==> config.mk <==
export PLATFORM = sky130hd
export DESIGN_NAME = key_debounce_repeat_flat
export DESIGN_NICKNAME = d
export VERILOG_FILES = /design/src/rtl/key_debounce_repeat_if.sv /design/src/rtl/key_debounce_repeat.sv /design/src/flat_wrapper.sv
export SDC_FILE = /design/constraint.sdc
export NUM_CORES = 1
export LEC_CHECK = 0
export CAP_MARGIN = 20
export CORE_AREA = 8 8 89 111
export DETAILED_ROUTE_END_ITERATION = 8
export DIE_AREA = 0 0 97 119
export HOLD_SLACK_MARGIN = 0.15
export PLACE_DENSITY = 0.48
export REMOVE_ABC_BUFFERS = 1
export SLEW_MARGIN = 20
export SYNTH_ARGS = -nofsm -noshare
export SYNTH_HDL_FRONTEND = slang
export SYNTH_SLANG_ARGS = --single-unit
==> constraint.sdc <==
create_clock -name i_clk -period 2.1 [get_ports i_clk]
set_input_delay 0.315 -clock i_clk [delete_from_list [all_inputs] [get_ports i_clk]]
set_output_delay 0.315 -clock i_clk [all_outputs]
set_load 0.01 [all_outputs]
==> src/rtl/key_debounce_repeat_if.sv <==
// Key conditioning bus: raw key in, debounced level and single-cycle events out.
interface key_debounce_repeat_if;
    logic i_key;
    logic o_level;
    logic o_press;
    logic o_release;
    logic o_tick;

    modport master (
        output i_key,
        input  o_level,
        input  o_press,
        input  o_release,
        input  o_tick
    );

    modport slave (
        input  i_key,
        output o_level,
        output o_press,
        output o_release,
        output o_tick
    );
endinterface

==> src/rtl/key_debounce_repeat.sv <==
// Push-button conditioner: 2-FF sync, stable-count debounce, press/release
// pulses and an auto-repeat tick generator while the key stays held.
module key_debounce_repeat #(
    parameter int ACTIVE_LOW = 1,
    parameter int DB_CYCLES  = 1_000_000,
    parameter int REP_DELAY  = 25_000_000,
    parameter int REP_PERIOD = 5_000_000
) (
    input  logic                  i_clk,
    input  logic                  i_rst,
    key_debounce_repeat_if.slave  bus
);

    typedef enum logic [1:0] {
        ST_IDLE   = 2'd0,
        ST_DELAY  = 2'd1,
        ST_REPEAT = 2'd2
    } rep_state_t;

    localparam logic IDLE_LVL = (ACTIVE_LOW != 0) ? 1'b1 : 1'b0;
    localparam int   DB_W     = (DB_CYCLES > 1) ? $clog2(DB_CYCLES) : 1;
    localparam logic [DB_W-1:0] DB_LAST = DB_W'(DB_CYCLES - 1);
    localparam int   REP_MAX  = (REP_DELAY > REP_PERIOD) ? REP_DELAY : REP_PERIOD;
    localparam int   REP_W    = (REP_MAX > 1) ? $clog2(REP_MAX + 1) : 1;
    // REP_DELAY==0 never enters ST_DELAY, so its compare value is a don't-care.
    localparam logic [REP_W-1:0] DELAY_LAST  = REP_W'((REP_DELAY > 0) ? REP_DELAY - 1 : 0);
    localparam logic [REP_W-1:0] PERIOD_LAST = REP_W'((REP_PERIOD > 0) ? REP_PERIOD - 1 : 0);

    logic              sync1_r;
    logic              sync2_r;
    logic              key_s;
    logic [DB_W-1:0]   db_cnt_r;
    logic              level_r;
    logic              press_r;
    logic              release_r;
    logic              tick_r;
    logic              db_hit_s;
    logic              press_s;
    logic              rel_s;
    rep_state_t        state_r;
    rep_state_t        state_nx_s;
    logic [REP_W-1:0]  rep_cnt_r;
    logic [REP_W-1:0]  rep_cnt_nx_s;
    logic              tick_nx_s;

    assign key_s    = sync2_r ^ IDLE_LVL;
    assign db_hit_s = (key_s != level_r) && (db_cnt_r == DB_LAST);
    assign press_s  = db_hit_s & key_s;
    assign rel_s    = db_hit_s & ~key_s;

    // Two-stage synchroniser for the asynchronous key pin.
    always_ff @(posedge i_clk) begin
        if (i_rst) begin
            sync1_r <= IDLE_LVL;
            sync2_r <= IDLE_LVL;
        end else begin
            sync1_r <= bus.i_key;
            sync2_r <= sync1_r;
        end
    end

    // Debounce: a single cycle of agreement restarts the stability count.
    always_ff @(posedge i_clk) begin
        if (i_rst) begin
            level_r   <= 1'b0;
            db_cnt_r  <= '0;
            press_r   <= 1'b0;
            release_r <= 1'b0;
        end else begin
            press_r   <= press_s;
            release_r <= rel_s;
            if (key_s == level_r) begin
                db_cnt_r <= '0;
            end else if (db_hit_s) begin
                level_r  <= key_s;
                db_cnt_r <= '0;
            end else begin
                db_cnt_r <= db_cnt_r + DB_W'(1);
            end
        end
    end

    // Repeat FSM state and counter registers.
    always_ff @(posedge i_clk) begin
        if (i_rst) begin
            state_r   <= ST_IDLE;
            rep_cnt_r <= '0;
            tick_r    <= 1'b0;
        end else begin
            state_r   <= state_nx_s;
            rep_cnt_r <= rep_cnt_nx_s;
            tick_r    <= tick_nx_s;
        end
    end

    // Repeat FSM next state; a release in the same cycle as an expiry suppresses the tick.
    always_comb begin
        state_nx_s   = state_r;
        rep_cnt_nx_s = rep_cnt_r;
        tick_nx_s    = 1'b0;
        if (rel_s) begin
            state_nx_s   = ST_IDLE;
            rep_cnt_nx_s = '0;
        end else begin
            case (state_r)
                ST_IDLE: begin
                    rep_cnt_nx_s = '0;
                    if (press_s) begin
                        tick_nx_s  = 1'b1;
                        state_nx_s = (REP_DELAY > 0) ? ST_DELAY : ST_IDLE;
                    end else begin
                        state_nx_s = ST_IDLE;
                    end
                end
                ST_DELAY: begin
                    if (rep_cnt_r == DELAY_LAST) begin
                        tick_nx_s    = 1'b1;
                        rep_cnt_nx_s = '0;
                        state_nx_s   = ST_REPEAT;
                    end else begin
                        rep_cnt_nx_s = rep_cnt_r + REP_W'(1);
                    end
                end
                ST_REPEAT: begin
                    if (rep_cnt_r == PERIOD_LAST) begin
                        tick_nx_s    = 1'b1;
                        rep_cnt_nx_s = '0;
                    end else begin
                        rep_cnt_nx_s = rep_cnt_r + REP_W'(1);
                    end
                end
                default: begin
                    state_nx_s   = ST_IDLE;
                    rep_cnt_nx_s = '0;
                end
            endcase
        end
    end

    assign bus.o_level   = level_r;
    assign bus.o_press   = press_r;
    assign bus.o_release = release_r;
    assign bus.o_tick    = tick_r;

endmodule

==> src/flat_wrapper.sv <==
// flat-port wrapper written by rule: the top's interface ports become plain ports
module key_debounce_repeat_flat 
#(
    parameter int ACTIVE_LOW = 1,
    parameter int DB_CYCLES  = 1_000_000,
    parameter int REP_DELAY  = 25_000_000,
    parameter int REP_PERIOD = 5_000_000
)
  (i_clk, i_rst, bus_i_key, bus_o_level, bus_o_press, bus_o_release, bus_o_tick);
  key_debounce_repeat_if bus_i ();
  input  logic i_clk;
  input  logic i_rst;
  input wire logic [$bits(bus_i.i_key)-1:0] bus_i_key;
  output wire logic [$bits(bus_i.o_level)-1:0] bus_o_level;
  output wire logic [$bits(bus_i.o_press)-1:0] bus_o_press;
  output wire logic [$bits(bus_i.o_release)-1:0] bus_o_release;
  output wire logic [$bits(bus_i.o_tick)-1:0] bus_o_tick;
  assign bus_i.i_key = bus_i_key;
  assign bus_o_level = bus_i.o_level;
  assign bus_o_press = bus_i.o_press;
  assign bus_o_release = bus_i.o_release;
  assign bus_o_tick = bus_i.o_tick;
  key_debounce_repeat #(.ACTIVE_LOW(ACTIVE_LOW), .DB_CYCLES(DB_CYCLES), .REP_DELAY(REP_DELAY), .REP_PERIOD(REP_PERIOD)) u_core (.i_clk(i_clk), .i_rst(i_rst), .bus(bus_i));
endmodule
== After elaboration in Yosys (flattened, before gate mapping) ==
Cells that the tools add are included.
Storage, ports and cells
  register bits after elaboration: 53
  bits of input ports: 3
  output and inout port bits: 4
  word-level logic and storage cells: 40
Cells by class
  add/subtract/negate cells: 2
  equality and inequality tests: 8
  mux-type cells: 10
  bitwise logic cells: 5
  reductions and logical operators: 6
Operators by type and width (number)
  $mux 25: 2
  $pmux 25 s2: 1
  $add 25x1->25 const B: 1
  $eq 25x23->1 const B: 1
  $eq 25x25->1 const B: 1
  $add 20x1->20 const B: 1
  $eq 20x20->1 const B: 1
  $pmux 2 s3: 1
  $mux 1: 4
  $reduce_and 2->1: 2
  $not 1->1: 3
  $pmux 1 s3: 1
  $reduce_or 3->1: 1
  $and 1x1->1: 2
  $eq 2x1->1 const B: 1
  $eq 2x2->1 const B: 1
  $logic_not 2->1: 1
  $mux 2: 1
  $ne 2x1->1 const B: 1
  $reduce_or 2->1: 1
  $eq 1x1->1: 1
  $logic_and 1x1->1: 1
  $ne 1x1->1: 1

== Longest topological paths before layout ==
  depth after elaboration: 6
  gate-level depth with buffers: 7
  mapped depth without buffers: 6

== Worst setup path after synthesis ==
Ideal clock, no wire load.
  path type: register to register
  start point: register u_core.rep_cnt_r[0]
  end point: register u_core.rep_cnt_r[24]
  setup time: 0.116 ns
  arrival time: 1.857 ns
  data required time: 1.984 ns
  slack: 0.127 ns
  stages on the path, launching flop included: 7
  cells stage by stage: dfxtp_1 -> ha_1 -> nand4_1 -> nor4_1 -> nand4_1 -> xor2_1 -> nor2_1
On the way
  word-level cells in the longest chain between the ends: 3
  elaborated cells between the ends (all ways): 6
  classes of those cells: 1 x add/sub; 2 x eq/ne; 3 x mux
Ends and longest elaborated chain
  start, declared: line key_debounce_repeat.sv:42  | logic [REP_W-1:0] rep_cnt_r;
  start signal, assigned: line key_debounce_repeat.sv:91  | rep_cnt_r <= rep_cnt_nx_s;
  $add 25x1->25, or another cell as far along: line key_debounce_repeat.sv:121, key_debounce_repeat.sv:129
  $mux 25, on equally long branches: line key_debounce_repeat.sv:125, key_debounce_repeat.sv:116
  $pmux 25 s2 (*): line key_debounce_repeat.sv:105  | case (state_r)
Mark *: on every way between the ends. The rest lies on a longest branch, timed or not.
A chain may end at the register's enable or synchronous reset.

== Worst setup path in the final report ==
  start point: register u_core.rep_cnt_r[15]
  end point: register u_core.tick_r (netlist: u_core.bus.o_tick)
On the way
  word-level cells in the longest chain between the ends: 3
  elaborated cells between the ends (all ways): 5
  classes of those cells: 2 x eq/ne; 3 x mux
Ends and longest elaborated chain
  $eq 25x23->1 or $eq 25x25->1 (tied branches): line key_debounce_repeat.sv:125, key_debounce_repeat.sv:116
  $mux 1, on equally long branches: line key_debounce_repeat.sv:125, key_debounce_repeat.sv:116
  $pmux 1 s3 (*): line key_debounce_repeat.sv:105
  end signal, assigned: line key_debounce_repeat.sv:92  | tick_r <= tick_nx_s;
  end, declared: line key_debounce_repeat.sv:36  | logic tick_r;
Marked as above.

==> out/qor.csv <==
stage,metric,value,unit
outcome,outcome,"finished, final reports clean",
power_and_ir_drop,switching_power,355,uW
setup_path,reg2reg_to,u_core.bus.o_tick,
timing,finalHoldViolCount,0,
finish,num-fill-cells,825,
detailed_routing,via_per_inst,4.65,
cts,cts_buffers,5,
timing,worst_hold_slack,0.417,ns
global_routing,grt_use_met1,9.51,%
cts,clock-sinks,53,
timing,tightest_slew,0.471,ns
cts,cts_buffer_depth,2,
logic_synthesis,syn-instance-count,268,
setup_path,path_max_fanout,4,
cts,cts_tree,yes,
timing,maxSlewViolCount,0,
logic_synthesis,async_flop_share,0,%
logic_synthesis,synthTopCellsByArea,"dfxtp_1 (45%), xor2_1 (8.9%), nor2_1 (8.6%), xnor2_1 (5.9%), nand4_1 (3.4%)",
logic_synthesis,synth-compound-area-share,3.81,%
placement,port_buffers,6,
global_routing,grt_max_degree,26,
hold_path,hp-class,register to register,
finish,drive_above_1_share,12.0,%
logic_synthesis,synth.area.mux_share,0,%
detailed_routing,drc,0,
setup_path,slowest_delay,0.51,ns
placement,place_hpwl,3.16,mm
setup_path,crit_chain,or4_1 > or4_4 > or3_4 > a211oi_2,
logic_synthesis,mappedNetlistArea,2360,sq um
cts,post_cts_resized,0,
placement,place_area,2620,sq um
logic_synthesis,yosys.area_share.simple,29.9,%
die,start_util,29.2,%
detailed_routing,antenna_left,0,
logic_synthesis,netlist.area_leader.share,44.9,%
finish,nets,299,
cts,insertion_delay,0.31,ns
setup_path,critPathLaunch,u_core.rep_cnt_r[15],
setup_path,crit_type,register to register,
logic_synthesis,synth_top_family_by_area,simple AND/OR/NAND/NOR gates,
finish,postLayoutCellArea,2760,sq um
global_routing,top_usage_layer,met2,
global_routing,antenna_found_initial,0,
timing,post-route-period-util,94.8,%
timing,slew_headroom,68.5,%
power_and_ir_drop,power.density,595,nW/um^2
power_and_ir_drop,p_int,1280,uW
finish,diodes,0,
setup_path,r2r_cells,4,
setup_path,required,2.33,ns
timing,rsz0062_at_grt,no,
timing,period_minus_slack,1.99,ns
cts,cts-htree-levels,2,
hold_path,hold_depth,1,
finish,area_growth,16.5,%
die,core,8100,sq um
global_routing,grt_overflow,0,
global_routing,grt_pass1_wl,7.82,mm
hold_path,min_to,u_core.sync2_r,
cts,root_buffer,clkbuf_8,
setup_path,cp-end-kind,register,
cts,postCtsSetupRepairBufs,0,
logic_synthesis,synth_fa_ha_area_share,3.17,%
placement,finalWeightedCongestion,0.797,
global_routing,met2_usage,13.1,%
setup_path,timing.rr.start,u_core.rep_cnt_r[15],
cts,postCtsHoldBufs,0,
timing,finClkSkew,0.0137,ns
logic_synthesis,yosysWarnings,0,
global_routing,use_met3,2.08,%
setup_path,rrSetupSlack,0.11,ns
timing,fmaxAchievable,502,MHz
logic_synthesis,synth-seq-area-share,44.9,%
detailed_routing,routed_wl,4.52,mm
job,drv_cap,0,
power_and_ir_drop,p_comb_share,1.0,%
global_routing,grt_pass1_vias,1723,
timing,setup_violations,0,
die,die_area,11500,sq um
setup_path,start_kind,register,
power_and_ir_drop,leakage,0.000915,uW
logic_synthesis,syn-mean-instance-area,8.82,sq um
detailed_routing,drt-initial-drc-count,57,
cts,clk_pin_slew_worst_paths,0.11,ns
power_and_ir_drop,vdd_drop_max,0.398,mV
die,die_h,119,um
logic_synthesis,ys_seq_elements,53,
finish,utilization,34.0,%
logic_synthesis,synth_area_leader_cell,dfxtp_1,
detailed_routing,first_pass_iters,4,
setup_path,crit_arrival,2.22,ns
die,die_w,97,um
power_and_ir_drop,seqPwrFrac,61.5,%
hold_path,min-delay-start,u_core.sync1_r,
setup_path,critPathSlowestCell,or4_1,
power_and_ir_drop,p_clk_share,37.4,%
power_and_ir_drop,switching_share,21.7,%
global_routing,grt_use_total,7.84,%
logic_synthesis,synthXorXnorAreaFrac,14.8,%
logic_synthesis,synth_flop_cell,dfxtp_1,
timing,fin_tns_setup,0,ns
detailed_routing,vias,1803,
logic_synthesis,synth.distinct_cells,38,
logic_synthesis,synth_edf_count,0,
die,fp-row-count,37,
detailed_routing,wire_per_inst,11.6,um
die,pin_count,7,
==> power by group through the flow <==
stage / logic, uW / clock network (uW) / registers [uW]
floorplan: 8.12 / 0 / 1030
global placement: 17.4 / 0 / 1030
detailed placement: 17.5 / 0 / 1030
CTS: 17.5 / 637 / 1010
global route: 18.8 / 686 / 1010
finish: 17.0 / 613 / 1010
==> metrics by stage <==
step | instances | setup WS (ns) | total power, uW
global placement | 379 | 0.0822 | 1050
CTS | 387 | 0.0238 | 1660
finish | 388 | 0.108 | 1640
floorplan | 262 | 0.0890 | 1040
detailed placement | 379 | 0.0601 | 1050
global route | 388 | 0.0124 | 1710
==> layout make-up <==
class                      count  area (sq um)  share of cell area (%)
inverter                      11          41.3                    1.50
tap                           97           121                    4.41
multi-input combinational    198          1230                    44.7
sequential                    53          1060                    38.6
timing repair buffer          21           203                    7.36
clock buffer                   6          82.6                    3.00
clock inverter                 2          13.8                   0.500
==> cell usage after synthesis (4+ instances only) <==
| cell type | number |
|---|---|
| and3_1 | 10 |
| nor2_1 | 54 |
| dfxtp_1 | 53 |
| ha_1 | 6 |
| nor4_1 | 4 |
| nand4_1 | 13 |
| inv_1 | 11 |
| xnor2_1 | 16 |
| nand3_1 | 15 |
| nand2_1 | 16 |
| xor2_1 | 24 |
| nor3_1 | 6 |
==> placed cells by master (no fill, tap or decap), types with 2 or more instances in the layout <==
cell type | netlist | routed
nand4_1 | 13 | 13
or2_2 | 3 | 3
and2_1 | 3 | 3
and4_1 | 2 | 2
xor2_1 | 24 | 24
nor2_1 | 54 | 54
or4_1 | 3 | 3
nor4_1 | 4 | 4
o21ai_2 | 1 | 2
clkdlybuf4s50_1 | 0 | 6
nand3_1 | 15 | 15
and3_1 | 10 | 10
a21oi_1 | 3 | 3
inv_1 | 11 | 11
nand2_1 | 16 | 16
clkbuf_8 | 0 | 6
dfxtp_1 | 53 | 52
xnor2_1 | 16 | 16
or3_1 | 3 | 2
buf_4 | 0 | 13
ha_1 | 6 | 6
nor3_1 | 6 | 6
==> cells by family (layout without fill, tap and decap cells) <==
| family | Yosys count | count (layout) |
|---|---|---|
| flip-flops | 53 | 53 |
| AND/OR/NAND/NOR | 141 | 141 |
| XOR/XNOR | 40 | 40 |
| AO/OA/AOI/OAI | 11 | 11 |
| buffers and inverters | 17 | 40 |
| adder cells (fa/ha/maj) | 6 | 6 |
==> worst max-delay path by stage <==
stage                     slack (ns)                   end
final                           0.11     u_core.bus.o_tick
after floorplan                 0.09  u_core.rep_cnt_r[10]
after global placement          0.08     u_core.bus.o_tick
after detailed placement        0.06   u_core.rep_cnt_r[4]
after CTS                       0.02  u_core.rep_cnt_r[10]
after global routing            0.01     u_core.bus.o_tick
==> sequential cells by signal (all words and copies together), names as in the netlist <==
name and count:
u_core.db_cnt_r 20, u_core.bus.o_level 1, u_core.sync2_r 1, u_core.sync1_r 1
u_core.bus.o_press 1, u_core.rep_cnt_r 25, u_core.state_r 2, u_core.bus.o_tick 1
u_core.bus.o_release 1
==> critical path: cells and delay by family, from the launching register on <==
kind,cells,cell delay (ns)
and+or+nand+nor,3,1.36
AOI/OAI and AO/OA,1,0.21
DFF,1,0.34
==> per-layer routing <==
metal	routed length [um]	part of all wire, %
met4	48	1.1
met2	2140	47
met5	0	0
met1	2230	49
met3	103	2.3
Power figures use the tool's default switching activity.
